### config.mk
export PLATFORM = sky130hd
export DESIGN_NAME = pulse_wave_generator
export DESIGN_NICKNAME = d
export VERILOG_FILES = /design/src/rtl/pulse_wave_generator.sv
export SDC_FILE = /design/constraint.sdc
export NUM_CORES = 1
export LEC_CHECK = 0
export ABC_AREA = 1
export ABC_CLOCK_PERIOD_IN_PS = 6200
export BUFFER_PORTS_ARGS = -buffer_cell sky130_fd_sc_hd__buf_2
export CORE_MARGIN = 2
export CORE_UTILIZATION = 58
export DETAILED_ROUTE_END_ITERATION = 10
export PLACE_DENSITY = 0.8
export SLEW_MARGIN = 15
export SYNTH_ARGS = -nofsm -noshare
export SYNTH_HDL_FRONTEND = slang
export SYNTH_SLANG_ARGS = --single-unit
export TNS_END_PERCENT = 20
### constraint.sdc
create_clock -name clk -period 6.2 [get_ports clk]
set_input_delay 0 -clock clk [delete_from_list [all_inputs] [get_ports clk]]
set_output_delay 0 -clock clk [all_outputs]
set_load 0.02 [all_outputs]
### src/rtl/pulse_wave_generator.sv
// ---------------------------------------------------------------------------------------------
// pulse_wave_generator
//
// Pulse / square wave oscillator with glitch-free parameter updates. The requested period,
// duty, amplitude and mode are captured into shadow registers only while the block is idle
// (shadow period < 2) or at the last cycle of a period, so changes made mid-period take
// effect cleanly at the next period boundary.
//
// Optional feature: define PULSE_WAVE_SYNC_EN to add the hard-sync input "sync", which
// restarts the period (cnt -> 0) and reloads the shadows regardless of ena.
//
// Parameters
//   N             width of the period counter, pitch_ticks and duty_ticks
//   W             width of amplitude and out
//
// Ports
//   clk           system clock, all state updates on the rising edge
//   rst           synchronous active-high reset
//   sync          hard sync (only with PULSE_WAVE_SYNC_EN)
//   ena           enable; low pauses the oscillator and silences the output
//   mode          0 = PWM using duty_ticks, 1 = 50% square (duty_ticks ignored)
//   pitch_ticks   requested period in clk cycles
//   duty_ticks    requested high time in clk cycles (mode 0 only)
//   amplitude     level driven on out during the high phase
//   out           waveform sample: amplitude or 0
//   period_start  one-cycle strobe on the first cycle of every period
// ---------------------------------------------------------------------------------------------
module pulse_wave_generator #(
  parameter int unsigned N = 16,
  parameter int unsigned W = 8
) (
  input  logic         clk,
  input  logic         rst,
`ifdef PULSE_WAVE_SYNC_EN
  input  logic         sync,
`endif
  input  logic         ena,
  input  logic         mode,
  input  logic [N-1:0] pitch_ticks,
  input  logic [N-1:0] duty_ticks,
  input  logic [W-1:0] amplitude,
  output logic [W-1:0] out,
  output logic         period_start
);

  localparam logic [N-1:0] CntOne = N'(1);

  // Period counter and shadow registers
  logic [N-1:0] cnt_q, cnt_d;
  logic [N-1:0] per_q, per_d;
  logic [N-1:0] duty_q, duty_d;
  logic [W-1:0] amp_q, amp_d;
  logic         mode_q, mode_d;

  // Control decode
  logic         active;    // shadow period >= 2
  logic         run;       // active and enabled: counter advances, output may be driven
  logic         at_last;   // counter sits on the final cycle of the period
  logic         wrap;      // period boundary this edge
  logic         sync_hit;  // hard sync requested this edge
  logic         load;      // shadows capture the inputs this edge
  logic [N-1:0] deff;      // effective high time

`ifdef PULSE_WAVE_SYNC_EN
  assign sync_hit = sync;
`else
  assign sync_hit = 1'b0;
`endif

  always_comb begin
    active  = (per_q > CntOne);
    run     = active && ena;
    at_last = (cnt_q == (per_q - CntOne));
    wrap    = run && at_last;
    // An inactive block keeps sampling so the first usable setting is picked up at once.
    load    = !active || wrap || sync_hit;
  end

  // Counter next state. A sync coinciding with a wrap yields the same cnt=0 and reload,
  // so the two cases are indistinguishable.
  always_comb begin
    cnt_d = cnt_q;
    if (sync_hit || !active) begin
      cnt_d = '0;
    end else if (run) begin
      cnt_d = at_last ? '0 : (cnt_q + CntOne);
    end
  end

  always_comb begin
    per_d  = per_q;
    duty_d = duty_q;
    amp_d  = amp_q;
    mode_d = mode_q;
    if (load) begin
      per_d  = pitch_ticks;
      duty_d = duty_ticks;
      amp_d  = amplitude;
      mode_d = mode;
    end
  end

  // Reset has priority over sync and ena.
  always_ff @(posedge clk) begin
    if (rst) begin
      cnt_q  <= '0;
      per_q  <= '0;
      duty_q <= '0;
      amp_q  <= '0;
      mode_q <= 1'b0;
    end else begin
      cnt_q  <= cnt_d;
      per_q  <= per_d;
      duty_q <= duty_d;
      amp_q  <= amp_d;
      mode_q <= mode_d;
    end
  end

  // Outputs depend only on registered state plus ena. Because cnt never reaches per_q,
  // deff >= per_q naturally gives a constant-high output and deff = 0 a constant-low one.
  always_comb begin
    deff         = mode_q ? (per_q >> 1) : duty_q;
    out          = (run && (cnt_q < deff)) ? amp_q : '0;
    period_start = run && (cnt_q == '0);
  end

endmodule

==> flow_metrics.py <==
metrics = {
    "global_route": {
        "grt_usage_pct": 31.93,
        "grt_max_degree": 51,
        "grt_pass1_wl_mm": 19.01,
        "grt_pass1_vias": 4063,
        "grt_overflow_total": 0,
        "antenna_found_initial": 0,
    },
    "logic_synthesis": {
        "ys_top_cells_by_count": "nand2_1 (159), nor2_1 (105), inv_1 (73)",
        "synth_fp_nets": 705,
        "syn-mean-instance-area_sq_um": 6.207,
        "ys_seq_area_share_pct": 28.63,
        "yosys.cell_types.count": 32,
        "ys_ff_latch": 57,
        "synth.area.top_cells": "dfxtp_1 (29%), nand2_1 (15%), nor2_1 (9.9%), inv_1 (6.9%), a21oi_1 (6.4%)",
        "synth_top_area_cell": "dfxtp_1",
        "synth_area_sq_um": 3985,
        "synth-edff-count": 0,
        "yosysMostFrequentCell": "nand2_1",
        "synth-async-reset-ratio_pct": 0,
        "yosysTopAreaCellShare_pct": 28.63,
        "synth_ff_type": "dfxtp_1",
        "synth_cells": 642,
        "synth_warnings": 0,
    },
    "die": {
        "fp.dieW_microns": 86.89,
        "die_h_microns": 86.89,
        "start_util_pct": 59.31,
        "num_io_pins": 53,
        "coreArea_sq_um": 6719,
        "row_count": 30,
        "dieArea_sq_um": 7550,
    },
    "timing": {
        "rsz0062_at_grt": "no",
        "setup_viol": 0,
        "period_needed_ns": 3.535,
        "fin_skew_ns": 0.01417,
        "setup_ws_ns": 2.665,
        "fmax_mhz": 282.9,
        "maxSlewHeadroom_pct": 30.41,
        "timing.setup.tns_ns": 0,
        "finalHoldViolations": 0,
        "finalMaxSlewViolations": 0,
        "worst_pin_slew_ns": 1.040,
        "finalCritPeriodShare_pct": 57.02,
    },
    "cells_and_area": {
        "utilization_pct": 73.04,
        "drive_gt1_share_pct": 14.23,
        "num_antenna_cells": 0,
        "regArea_sq_um": 1141,
        "area_delta_synth_final_pct": 23.14,
        "final.fill_count": 521,
        "multiInputGateArea_sq_um": 2426,
        "nets": 789,
    },
    "placement": {
        "post-place-ws_ns": 2.651,
        "portBuffers": 52,
        "dpl.hpwl_mm": 7.756,
        "place_congestion": 0.9793,
    },
    "cts": {
        "cts_sinks": 57,
        "tritoncts": "yes",
        "clock_latency_ns": 0.34,
        "numCtsBuffers": 9,
        "clkTransAtPathRegs_ns": 0.08,
        "post_cts_buffers": 0,
        "root_buffer": "clkbuf_8",
        "clockBufferDepth": 2,
        "h-tree-depth": 3,
    },
    "critical_path": {
        "endpoint_kind": "flip-flop",
        "critPathLaunchType": "flip-flop",
        "critPathLaunch": "per_q[0]",
        "path_class": "flip-flop to flip-flop",
        "worst_ep_required_time_ns": 6.43,
        "cp.arrival_ns": 3.76,
        "crit_fanout": 50,
        "crit-reg2reg-launch": "per_q[0]",
    },
    "routing": {
        "vias_per_cell": 5.332,
        "postRouteWirelength_mm": 11.51,
        "firstDrtPassIters": 5,
        "wl_per_cell_microns": 14.19,
        "drt_iter0_markers": 358,
        "vias": 4324,
        "drc": 0,
        "final_antenna_net_count": 0,
    },
    "status": {
        "status": "completed",
    },
    "pwr": {
        "p_int_w": 0.001351,
        "p_leak_nw": 2.520,
        "switchingPower_w": 0.001343,
        "combinationalPowerShare_pct": 63.0,
        "clock_power_share_pct": 15.0,
        "seqPwrFrac_pct": 22.0,
        "power_per_cell_area_nw_per_um2": 549.0,
        "swShare_pct": 49.86,
        "ir_worst_vdd_mv": 0.3758,
    },
    "hold_path": {
        "holdCritStartpoint": "rst",
        "min_path_type": "input pin to flip-flop",
    },
    "run": {
        "cap_violations": 0,
    },
}
-- cell type report --
| class | instances | area share [%] |
|---|---|---|
| Clock buffer | 11 | 3.085 |
| Clock inverter | 5 | 1.581 |
| Inverter | 82 | 6.272 |
| Multi-Input combinational cell | 479 | 49.44 |
| Sequential cell | 57 | 23.25 |
| Tap cell | 80 | 2.040 |
| Timing Repair Buffer | 97 | 14.33 |
-- per-stage QoR --
stage | hold WS (ns) | total power, W | instance area [sq um] | instances
3_3_place_gp | 0.2166 | 0.002183 | 4258 | 753
2_1_floorplan | 0.1317 | 0.001888 | 3985 | 642
3_5_place_dp | 0.2264 | 0.002230 | 4258 | 753
4_1_cts | 0.2141 | 0.002666 | 4907 | 811
5_1_grt | 0.2880 | 0.002959 | 4907 | 811
6_report | 0.2482 | 0.002694 | 4907 | 811
-- sequential cells by signal, summed over array words and instances (netlist names) --
name	cells
cnt_q	16
mode_q	1
duty_q	16
amp_q	8
per_q	16
-- final timing paths --
check | slack [ns] | cells after the start | to
min reg2reg | 0.54 | 4 | duty_q[13]
min | 0.25 | 5 | per_q[4]
max reg2reg | 2.67 | 10 | amp_q[7]
max | 2.67 | 10 | amp_q[7]
-- kinds of logic (layout without fill, tap and decap cells) --
logic type                 count (synthesis)  count (layout)  share of synthesized area, %
AOI/OAI and AO/OA                         81              81                         10.49
xor gates and xnor gates                  16              16                         3.517
adders and majority gates                 19              19                         5.966
buffers and inverters                    106             195                         10.64
DFF                                       57              57                         28.63
and+or+nand+nor                          363             363                         40.75
-- critical path: stages (launching register included) --
cell and delay, ns:
dfxtp_1 0.40, inv_2 0.07, ha_1 0.29, o21ai_0 0.22, nor2_1 0.07, nand2_2 0.75, nand2_1 0.36, inv_2 0.20
nand3_2 0.59, a21oi_1 0.36, nor2_1 0.08
-- cells in the final DEF, fill, tap and decap left out, drive strengths merged --
cell type,instances
o21ai,25
nand2,163
a31oi,1
a21o,1
nand3,64
xnor2,8
clkinv,3
nor2,111
dfxtp,57
clkbuf,11
nand3b,5
ha,19
o211ai,1
xor2,8
nand4,5
dlygate4sd3,42
clkinvlp,1
nor4,4
o2111ai,1
buf,55
o21bai,1
bufinv,2
nor3,11
a21oi,51
inv,81
-- routing by layer --
layer	track usage, %	part of all wire (%)
met2	54.34	48
met3	5.213	6.1
met4	9.375	1.9
met5	0	0
met1	41.53	44
-- power by group through the flow --
stage | Combinational, W | Sequential, W | Clock [W]
finish | 0.00170 | 0.000593 | 0.000403
global route | 0.00194 | 0.000601 | 0.000422
CTS | 0.00167 | 0.000588 | 0.000409
detailed placement | 0.00163 | 0.000596 | 0
global placement | 0.00159 | 0.000590 | 0
floorplan | 0.00134 | 0.000547 | 0
-- timing repair --
item,4_1_cts,5_1_grt
hold buffers,42,0
resized for setup,0,0
endpoints found under the hold margin,42,0
setup endpoints to repair,0,0
No activity file was read; power rests on OpenSTA's default activity.
